**config.mk**
```make
export PLATFORM = sky130hd
export DESIGN_NAME = kbd_cmd_queue
export DESIGN_NICKNAME = d
export VERILOG_FILES = /design/src/rtl/kbd_cmd_pkg.sv /design/src/rtl/kbd_cmd_fifo.sv /design/src/rtl/kbd_cmd_queue.sv
export SDC_FILE = /design/constraint.sdc
export NUM_CORES = 1
export LEC_CHECK = 0
export ABC_AREA = 1
export CAP_MARGIN = 20
export CORE_ASPECT_RATIO = 1.75
export CORE_MARGIN = 3
export CORE_UTILIZATION = 45
export DETAILED_ROUTE_END_ITERATION = 12
export PLACE_DENSITY = 0.69
export SLEW_MARGIN = 20
export SYNTH_ARGS = -nofsm -noshare
export SYNTH_HDL_FRONTEND = slang
export SYNTH_HIERARCHICAL = 1
export SYNTH_SLANG_ARGS = --single-unit
```
**constraint.sdc**
```tcl
create_clock -name clk -period 3.6 [get_ports clk]
set_clock_uncertainty 0.15 [all_clocks]
set_input_delay 0.72 -clock clk [delete_from_list [all_inputs] [get_ports clk]]
set_output_delay 0.72 -clock clk [all_outputs]
set_load 0.03 [all_outputs]
```
**src/rtl/kbd_cmd_pkg.sv**
```systemverilog
// Shared constants for the PS/2 command queue: scancodes, command codes,
// capture FSM encodings, default PicoBlaze port IDs and the scancode map.
package kbd_cmd_pkg;

  localparam int CMD_W = 4;

  localparam logic [7:0] SC_F     = 8'h2B;
  localparam logic [7:0] SC_H     = 8'h33;
  localparam logic [7:0] SC_T     = 8'h2C;
  localparam logic [7:0] SC_UP    = 8'h75;
  localparam logic [7:0] SC_RIGHT = 8'h74;
  localparam logic [7:0] SC_LEFT  = 8'h6B;
  localparam logic [7:0] SC_DOWN  = 8'h72;
  localparam logic [7:0] SC_ESC   = 8'h76;
  localparam logic [7:0] SC_ENTER = 8'h5A;

  localparam logic [CMD_W-1:0] CMD_NONE  = 4'd0;
  localparam logic [CMD_W-1:0] CMD_F     = 4'd1;
  localparam logic [CMD_W-1:0] CMD_H     = 4'd2;
  localparam logic [CMD_W-1:0] CMD_T     = 4'd3;
  localparam logic [CMD_W-1:0] CMD_UP    = 4'd4;
  localparam logic [CMD_W-1:0] CMD_RIGHT = 4'd5;
  localparam logic [CMD_W-1:0] CMD_LEFT  = 4'd6;
  localparam logic [CMD_W-1:0] CMD_DOWN  = 4'd7;
  localparam logic [CMD_W-1:0] CMD_ESC   = 4'd8;
  localparam logic [CMD_W-1:0] CMD_ENTER = 4'd9;

  localparam logic [1:0] ST_IDLE     = 2'd0;
  localparam logic [1:0] ST_ACK      = 2'd1;
  localparam logic [1:0] ST_WAIT_CLR = 2'd2;

  localparam logic [7:0] DEFAULT_DATA_PORT   = 8'h0A;
  localparam logic [7:0] DEFAULT_STATUS_PORT = 8'h0B;

  // CMD_NONE marks a scancode that is acknowledged but never queued
  function automatic logic [CMD_W-1:0] map_scancode(input logic [7:0] sc);
    logic [CMD_W-1:0] cmd;
    case (sc)
      SC_F:     cmd = CMD_F;
      SC_H:     cmd = CMD_H;
      SC_T:     cmd = CMD_T;
      SC_UP:    cmd = CMD_UP;
      SC_RIGHT: cmd = CMD_RIGHT;
      SC_LEFT:  cmd = CMD_LEFT;
      SC_DOWN:  cmd = CMD_DOWN;
      SC_ESC:   cmd = CMD_ESC;
      SC_ENTER: cmd = CMD_ENTER;
      default:  cmd = CMD_NONE;
    endcase
    return cmd;
  endfunction

endpackage

```
**src/rtl/kbd_cmd_fifo.sv**
```systemverilog
// Small synchronous command FIFO with circular pointers, a count register and
// a flush input that empties the queue while still accepting a same-cycle push.
module kbd_cmd_fifo
  import kbd_cmd_pkg::*;
#(
  parameter int DEPTH = 8
) (
  input  logic                   clk,
  input  logic                   reset,
  input  logic                   push,
  input  logic                   pop,
  input  logic                   flush,
  input  logic [CMD_W-1:0]       push_data,
  output logic [CMD_W-1:0]       head,
  output logic [$clog2(DEPTH):0] count,
  output logic                   full,
  output logic                   empty
);

  localparam int PTR_W = $clog2(DEPTH);
  localparam int CNT_W = PTR_W + 1;

  logic [CMD_W-1:0] mem_q [DEPTH];
  logic [CMD_W-1:0] mem_d [DEPTH];
  logic [PTR_W-1:0] wr_ptr_q, wr_ptr_d;
  logic [PTR_W-1:0] rd_ptr_q, rd_ptr_d;
  logic [CNT_W-1:0] count_q, count_d;
  logic             push_ok, pop_ok;

  assign empty   = (count_q == '0);
  assign full    = (count_q == CNT_W'(DEPTH));
  assign count   = count_q;
  assign head    = empty ? '0 : mem_q[rd_ptr_q];
  assign pop_ok  = pop && !empty;
  // A full queue still takes a push when a pop frees the head slot this cycle
  assign push_ok = push && (!full || pop_ok);

  always_comb begin
    mem_d    = mem_q;
    wr_ptr_d = wr_ptr_q;
    rd_ptr_d = rd_ptr_q;
    count_d  = count_q;
    if (flush) begin
      rd_ptr_d = '0;
      wr_ptr_d = '0;
      count_d  = '0;
      if (push) begin
        mem_d[0] = push_data;
        wr_ptr_d = PTR_W'(1);
        count_d  = CNT_W'(1);
      end
    end else begin
      if (push_ok) begin
        mem_d[wr_ptr_q] = push_data;
        wr_ptr_d        = wr_ptr_q + PTR_W'(1);
      end
      if (pop_ok) begin
        rd_ptr_d = rd_ptr_q + PTR_W'(1);
      end
      case ({push_ok, pop_ok})
        2'b10:   count_d = count_q + CNT_W'(1);
        2'b01:   count_d = count_q - CNT_W'(1);
        default: count_d = count_q;
      endcase
    end
  end

  always_ff @(posedge clk or posedge reset) begin
    if (reset) begin
      mem_q    <= '{default: '0};
      wr_ptr_q <= '0;
      rd_ptr_q <= '0;
      count_q  <= '0;
    end else begin
      mem_q    <= mem_d;
      wr_ptr_q <= wr_ptr_d;
      rd_ptr_q <= rd_ptr_d;
      count_q  <= count_d;
    end
  end

endmodule

```
**src/rtl/kbd_cmd_queue.sv**
```systemverilog
// Keyboard command queue: maps captured scancodes to commands, acknowledges the
// receiver and exposes the FIFO on two PicoBlaze ports. Option: KBD_CMD_ESC_FLUSH_EN.
module kbd_cmd_queue
  import kbd_cmd_pkg::*;
#(
  parameter int         DEPTH       = 8,
  parameter logic [7:0] DATA_PORT   = DEFAULT_DATA_PORT,
  parameter logic [7:0] STATUS_PORT = DEFAULT_STATUS_PORT
) (
  input  logic       clk,
  input  logic       reset,
  input  logic [7:0] letra,
  input  logic       new_data,
  output logic       new_data_pico,
  input  logic [7:0] port_id,
  input  logic       read_strobe,
  output logic [7:0] in_port
);

  localparam int CNT_W = $clog2(DEPTH) + 1;

  logic [1:0]       state_q, state_d;
  logic             new_data_pico_q, new_data_pico_d;
  logic             ovf_q, ovf_d;
  logic [CMD_W-1:0] cmd;
  logic             capture, push, pop, flush;
  logic             ovf_set, ovf_clr;
  logic [CMD_W-1:0] head;
  logic [CNT_W-1:0] count;
  logic             full, empty;

  assign cmd     = map_scancode(letra);
  assign capture = (state_q == ST_IDLE) && new_data;
  assign push    = capture && (cmd != CMD_NONE);
  assign pop     = read_strobe && (port_id == DATA_PORT);
  assign ovf_clr = read_strobe && (port_id == STATUS_PORT);

`ifdef KBD_CMD_ESC_FLUSH_EN
  assign flush = capture && (cmd == CMD_ESC);
`else
  assign flush = 1'b0;
`endif

  // A flushing push always fits, and a pop frees room for a push when full
  assign ovf_set = push && !flush && full && !(pop && !empty);

  kbd_cmd_fifo #(
    .DEPTH (DEPTH)
  ) u_fifo (
    .clk       (clk),
    .reset     (reset),
    .push      (push),
    .pop       (pop),
    .flush     (flush),
    .push_data (cmd),
    .head      (head),
    .count     (count),
    .full      (full),
    .empty     (empty)
  );

  always_comb begin
    state_d         = state_q;
    new_data_pico_d = capture;
    case (state_q)
      ST_IDLE:     if (new_data) state_d = ST_ACK;
      ST_ACK:      state_d = ST_WAIT_CLR;
      ST_WAIT_CLR: if (!new_data) state_d = ST_IDLE;
      default:     state_d = ST_IDLE;
    endcase
  end

  always_comb begin
    ovf_d = ovf_q;
    if (ovf_set) begin
      ovf_d = 1'b1;
    end else if (ovf_clr) begin
      ovf_d = 1'b0;
    end
  end

  always_ff @(posedge clk or posedge reset) begin
    if (reset) begin
      state_q         <= ST_IDLE;
      new_data_pico_q <= 1'b0;
      ovf_q           <= 1'b0;
    end else begin
      state_q         <= state_d;
      new_data_pico_q <= new_data_pico_d;
      ovf_q           <= ovf_d;
    end
  end

  assign new_data_pico = new_data_pico_q;

  always_comb begin
    in_port = 8'h00;
    if (port_id == DATA_PORT) begin
      in_port = {4'h0, head};
    end else if (port_id == STATUS_PORT) begin
      in_port = {4'(count), 1'b0, ovf_q, full, ~empty};
    end
  end

endmodule

```
==> metrics.txt, run 1 <==
# TYPE chip_impl_metric gauge
chip_impl_metric{name="boundaryPins",unit=""} 29
chip_impl_metric{name="finalCritPeriodShare",unit="%"} 95.1
chip_impl_info{name="clock-root-buffer",value="sky130_fd_sc_hd__clkbuf_8"} 1
chip_impl_metric{name="reg2reg_setup_slack",unit="ns"} 1.44
chip_impl_metric{name="gp_congestion",unit=""} 0.840
chip_impl_metric{name="max_stage_delay",unit="ns"} 0.68
chip_impl_info{name="cpMostUsedCell",value="sky130_fd_sc_hd__clkdlybuf4s50_1"} 1
chip_impl_metric{name="initial_cell_density_of_the_core",unit="%"} 46.8
chip_impl_metric{name="htree_depth",unit=""} 2
chip_impl_metric{name="diodes",unit=""} 0
chip_impl_metric{name="power.combinational.fraction",unit="%"} 9.8
chip_impl_info{name="setup.worst_path.end_class",value="primary output"} 1
chip_impl_metric{name="critPathArrivalTime",unit="ns"} 2.55
chip_impl_metric{name="timing_max_transition_violations_final",unit=""} 0
chip_impl_metric{name="cp.buffers_inverters",unit=""} 2
chip_impl_info{name="hold_path_end",value="u_fifo/mem_q[15]$_DFFE_PP0P_"} 1
chip_impl_metric{name="max_freq",unit="GHz"} 0.292
chip_impl_metric{name="drive_above_1_share",unit="%"} 9.95
chip_impl_metric{name="num_vias",unit=""} 2469
chip_impl_metric{name="syn_inst",unit=""} 372
chip_impl_metric{name="place.detailed.hpwl",unit="microns"} 4920
chip_impl_metric{name="drt_drc_violations_left",unit=""} 0
chip_impl_metric{name="clock_latency_at_the_later_pin_of_the_worst_skew_pair",unit="ns"} 0.31
chip_impl_metric{name="number_of_library_cell_types_mapped_by_synthesis",unit=""} 35
chip_impl_metric{name="syn_avg_cell_area",unit="sq um"} 7.46
chip_impl_metric{name="fp.dieW",unit="microns"} 65.4
chip_impl_info{name="hold_class",value="reg2reg"} 1
chip_impl_metric{name="rr_worst_depth",unit=""} 13
chip_impl_metric{name="irDropWorstVdd",unit="V"} 0.000221
chip_impl_info{name="rsz0062_at_grt",value="no"} 1
chip_impl_metric{name="sequential_element_share_of_the_synthesized_area",unit="%"} 41.5
chip_impl_metric{name="final-hold-violation-count",unit=""} 0
chip_impl_metric{name="yosys_warnings",unit=""} 6
chip_impl_metric{name="fp.coreArea",unit="sq um"} 5930
chip_impl_metric{name="per_cell_via_count_in_the_routed_design",unit=""} 5.04
chip_impl_metric{name="area_of_the_mapped_netlist",unit="sq um"} 2780
chip_impl_metric{name="finalNetCount",unit=""} 436
chip_impl_metric{name="cts.path.max_buffers",unit=""} 2
chip_impl_info{name="min-delay-start",value="u_fifo/mem_q[15]$_DFFE_PP0P_"} 1
chip_impl_metric{name="number_of_global_route_vias_before_repair",unit=""} 2420
chip_impl_metric{name="io_buffer_count",unit=""} 28
chip_impl_metric{name="p_sw",unit="W"} 0.000244
chip_impl_metric{name="pwrdens",unit="nW/um^2"} 315
chip_impl_metric{name="placementRows",unit=""} 37
chip_impl_metric{name="numPlacedInstances",unit=""} 483
chip_impl_metric{name="finalSetupViolCount",unit=""} 0
chip_impl_metric{name="cts.reportedPaths.clkPinSlew",unit="ns"} 0.08
chip_impl_metric{name="tritoncts.num_buffers",unit=""} 5
chip_impl_metric{name="grt_pass1_wl",unit="microns"} 10700
chip_impl_metric{name="cell_internal_power_dissipation",unit="W"} 0.000795
chip_impl_metric{name="drt_first_pass_iters",unit=""} 4
chip_impl_metric{name="static-leakage-power",unit="nW"} 1.54
chip_impl_info{name="timing_worst_setup_path_type",value="in2out"} 1
chip_impl_metric{name="power_share_of_the_clock_group",unit="%"} 38.0
chip_impl_metric{name="routed_wl",unit="microns"} 6230
chip_impl_metric{name="power.share.sequential",unit="%"} 52.2
chip_impl_metric{name="syn2layout_area_growth",unit="%"} 19.0
chip_impl_metric{name="grt-ovfl-total",unit=""} 0
chip_impl_metric{name="wl_per_cell",unit="microns"} 12.7
chip_impl_info{name="path_delay_family",value="buffers and inverters"} 1
chip_impl_info{name="cp_slowest_cell",value="sky130_fd_sc_hd__clkdlybuf4s50_1"} 1
chip_impl_metric{name="post-cts-setup-buffers",unit=""} 0
chip_impl_info{name="status",value="finished clean"} 1
chip_impl_metric{name="post-route-min-period",unit="ns"} 3.42
chip_impl_info{name="tritoncts",value="built"} 1
chip_impl_metric{name="worst-slew-pin-transition",unit="ns"} 0.558
chip_impl_info{name="crit_path_start_kind",value="input port"} 1
chip_impl_info{name="cp_cell_sequence",value="clkdlybuf4s50_1, nor4_4, nand3_2, o21ai_1, clkdlybuf4s50_1"} 1
chip_impl_metric{name="grt_antenna_before_repair",unit=""} 0
chip_impl_metric{name="finalSetupTns",unit="ns"} 0
chip_impl_metric{name="layout.cells.non_filler",unit=""} 490
chip_impl_metric{name="switching_share",unit="%"} 23.5
chip_impl_metric{name="track_usage",unit="%"} 19.3
chip_impl_info{name="r2r_end",value="u_fifo/count[3]$_DFFE_PP0P_"} 1
chip_impl_metric{name="pin_count_of_the_biggest_net_entering_global_routing",unit=""} 43
chip_impl_metric{name="antenna_violating_nets_post_route",unit=""} 0
chip_impl_info{name="layout_common_cells",value="sky130_fd_sc_hd__nand2_1 (82), sky130_fd_sc_hd__nor2_1 (58), sky130_fd_sc_hd__inv_1 (50), sky130_fd_sc_hd__o21ai_0 (46), sky130_fd_sc_hd__dfrtp_1 (45)"} 1
chip_impl_metric{name="worst-endpoint-required",unit="ns"} 2.73
chip_impl_metric{name="cts_num_sinks",unit=""} 46
chip_impl_metric{name="postSynthRegisterBits",unit=""} 46
chip_impl_metric{name="max_cap_viol_count",unit=""} 0
chip_impl_metric{name="critical_path_peak_fanout",unit=""} 8
chip_impl_metric{name="relSlewSlack",unit="%"} 62.8
chip_impl_metric{name="whs_path_cells",unit=""} 2
chip_impl_info{name="layout.cells.most_common",value="sky130_fd_sc_hd__nand2_1"} 1
chip_impl_metric{name="floorplan.die.height",unit="microns"} 110
chip_impl_metric{name="drt_iter0_markers",unit=""} 113
chip_impl_metric{name="die-area",unit="sq um"} 7180
chip_impl_info{name="reg2reg_from",value="state_q[0]$_DFFE_PP0P_"} 1
through the flow:
step / area [sq um] / hold slack (ns) / utilization [%] / setup slack, ns / power [W]
floorplan: 2790 / 0.296 / - / 0.913 / 0.000608
global placement: 3180 / 0.311 / 53.7 / 0.195 / 0.000652
detailed placement: 3180 / 0.318 / 53.7 / 0.163 / 0.000655
CTS: 3300 / 0.331 / 55.6 / 0.153 / 0.00105
global route: 3300 / 0.350 / 55.7 / 0.0315 / 0.00108
finish: 3300 / 0.335 / 55.7 / 0.175 / 0.00104
cells in the mapped netlist, drive strengths merged:
library cell | n | area (sq um)
a21boi | 1 | 7.51
a21oi | 10 | 65.1
a31o | 1 | 8.76
buf | 2 | 10.0
clkbuf | 2 | 7.51
conb | 1 | 3.75
dfrtp | 46 | 1150
ha | 4 | 50.1
inv | 55 | 209
nand2 | 88 | 374
nand3 | 17 | 110
nand3b | 3 | 22.5
nand4 | 5 | 37.5
nor2 | 64 | 293
nor3 | 1 | 5.00
nor4 | 2 | 27.5
o211ai | 1 | 7.51
o21a | 7 | 52.6
o21ai | 58 | 298
o32ai | 4 | 35.0
layer usage:
layer  share of wire [%]  GRT usage [%]  vias to the layer above
met5                   0              0                        -
met4                 2.1           7.57                        0
met3                 2.7           3.27                        8
met2                  56           37.5                       37
met1                  39           20.0                     1145
li1                    -              -                     1279
worst register-to-register path, stage by stage, from the launching register on:
cell                       delay [ns]
sky130_fd_sc_hd__dfrtp_1         0.39
sky130_fd_sc_hd__inv_1           0.05
sky130_fd_sc_hd__nand2_1         0.07
sky130_fd_sc_hd__nor2_1          0.17
sky130_fd_sc_hd__a21boi_1        0.25
sky130_fd_sc_hd__inv_1           0.11
sky130_fd_sc_hd__nand3_2         0.16
sky130_fd_sc_hd__inv_1           0.08
sky130_fd_sc_hd__ha_1            0.30
sky130_fd_sc_hd__nand3_1         0.10
sky130_fd_sc_hd__nand2_1         0.07
sky130_fd_sc_hd__nand2_1         0.04
sky130_fd_sc_hd__nand3_1         0.07
sky130_fd_sc_hd__nand2_1         0.05
worst max path at each step:
stage                          start                          end  slack (ns)  depth (start not counted)
after floorplan             letra[7]  u_fifo/count[3]$_DFFE_PP0P_        0.91                         16
after global placement    port_id[2]                   in_port[1]        0.20                          5
after detailed placement  port_id[2]                   in_port[2]        0.16                          5
after CTS                 port_id[2]                   in_port[2]        0.15                          5
after global routing      port_id[2]                   in_port[1]        0.03                          5
final                     port_id[2]                   in_port[1]        0.18                          5
sequential cells by signal, indices dropped and copies added, names as in the netlist:
| signal | flops |
|---|---|
| new_data_pico | 1 |
| u_fifo/rd_ptr_q | 3 |
| u_fifo/wr_ptr_q | 3 |
| u_fifo/count | 4 |
| state_q | 2 |
| ovf_q | 1 |
| u_fifo/mem_q | 32 |
power groups by stage:
| stage | clock, W | combinational (W) | sequential, W |
|---|---|---|---|
| after global placement | 0 | 0.000100 | 0.000552 |
| after detailed placement | 0 | 0.000103 | 0.000552 |
| after CTS | 0.000407 | 0.000103 | 0.000542 |
| after global routing | 0.000427 | 0.000113 | 0.000544 |
| final | 0.000395 | 0.000102 | 0.000542 |
| after floorplan | 0 | 0.0000512 | 0.000557 |
cell type report:
class,count,area [sq um]
fillers,604,2620
multi-input cells,272,1420
flip-flops and latches,46,1150
repair buffers,32,310
inverters,55,213
well taps,78,97.6
clock buffers,6,82.6
clock inverters,1,30.0
cells by family (layout without fill, tap and decap cells):
group	after synthesis	in the layout	share of synthesized area (%)
AND/OR/NAND/NOR	180	180	31.3
AO/OA/AOI/OAI	82	82	17.1
buffers and inverters	59	94	8.16
flip-flops	46	46	41.5
adder cells (fa/ha/maj)	4	4	1.80
other	1	6	0.135
repair_timing:
| action | in CTS | in global routing |
|---|---|---|
| setup endpoints to repair | 0 | 1 |
| resized for setup | 0 | 2 |
| hold buffers | 0 | 0 |
(Power assumes the default switching activity.)
==> run 2, diff against run 1 <==
- HOLD_SLACK_MARGIN: not set -> 0.06
==> results of run 2 <==
The final DEF is identical to that of run 1; final timing and power are the same.
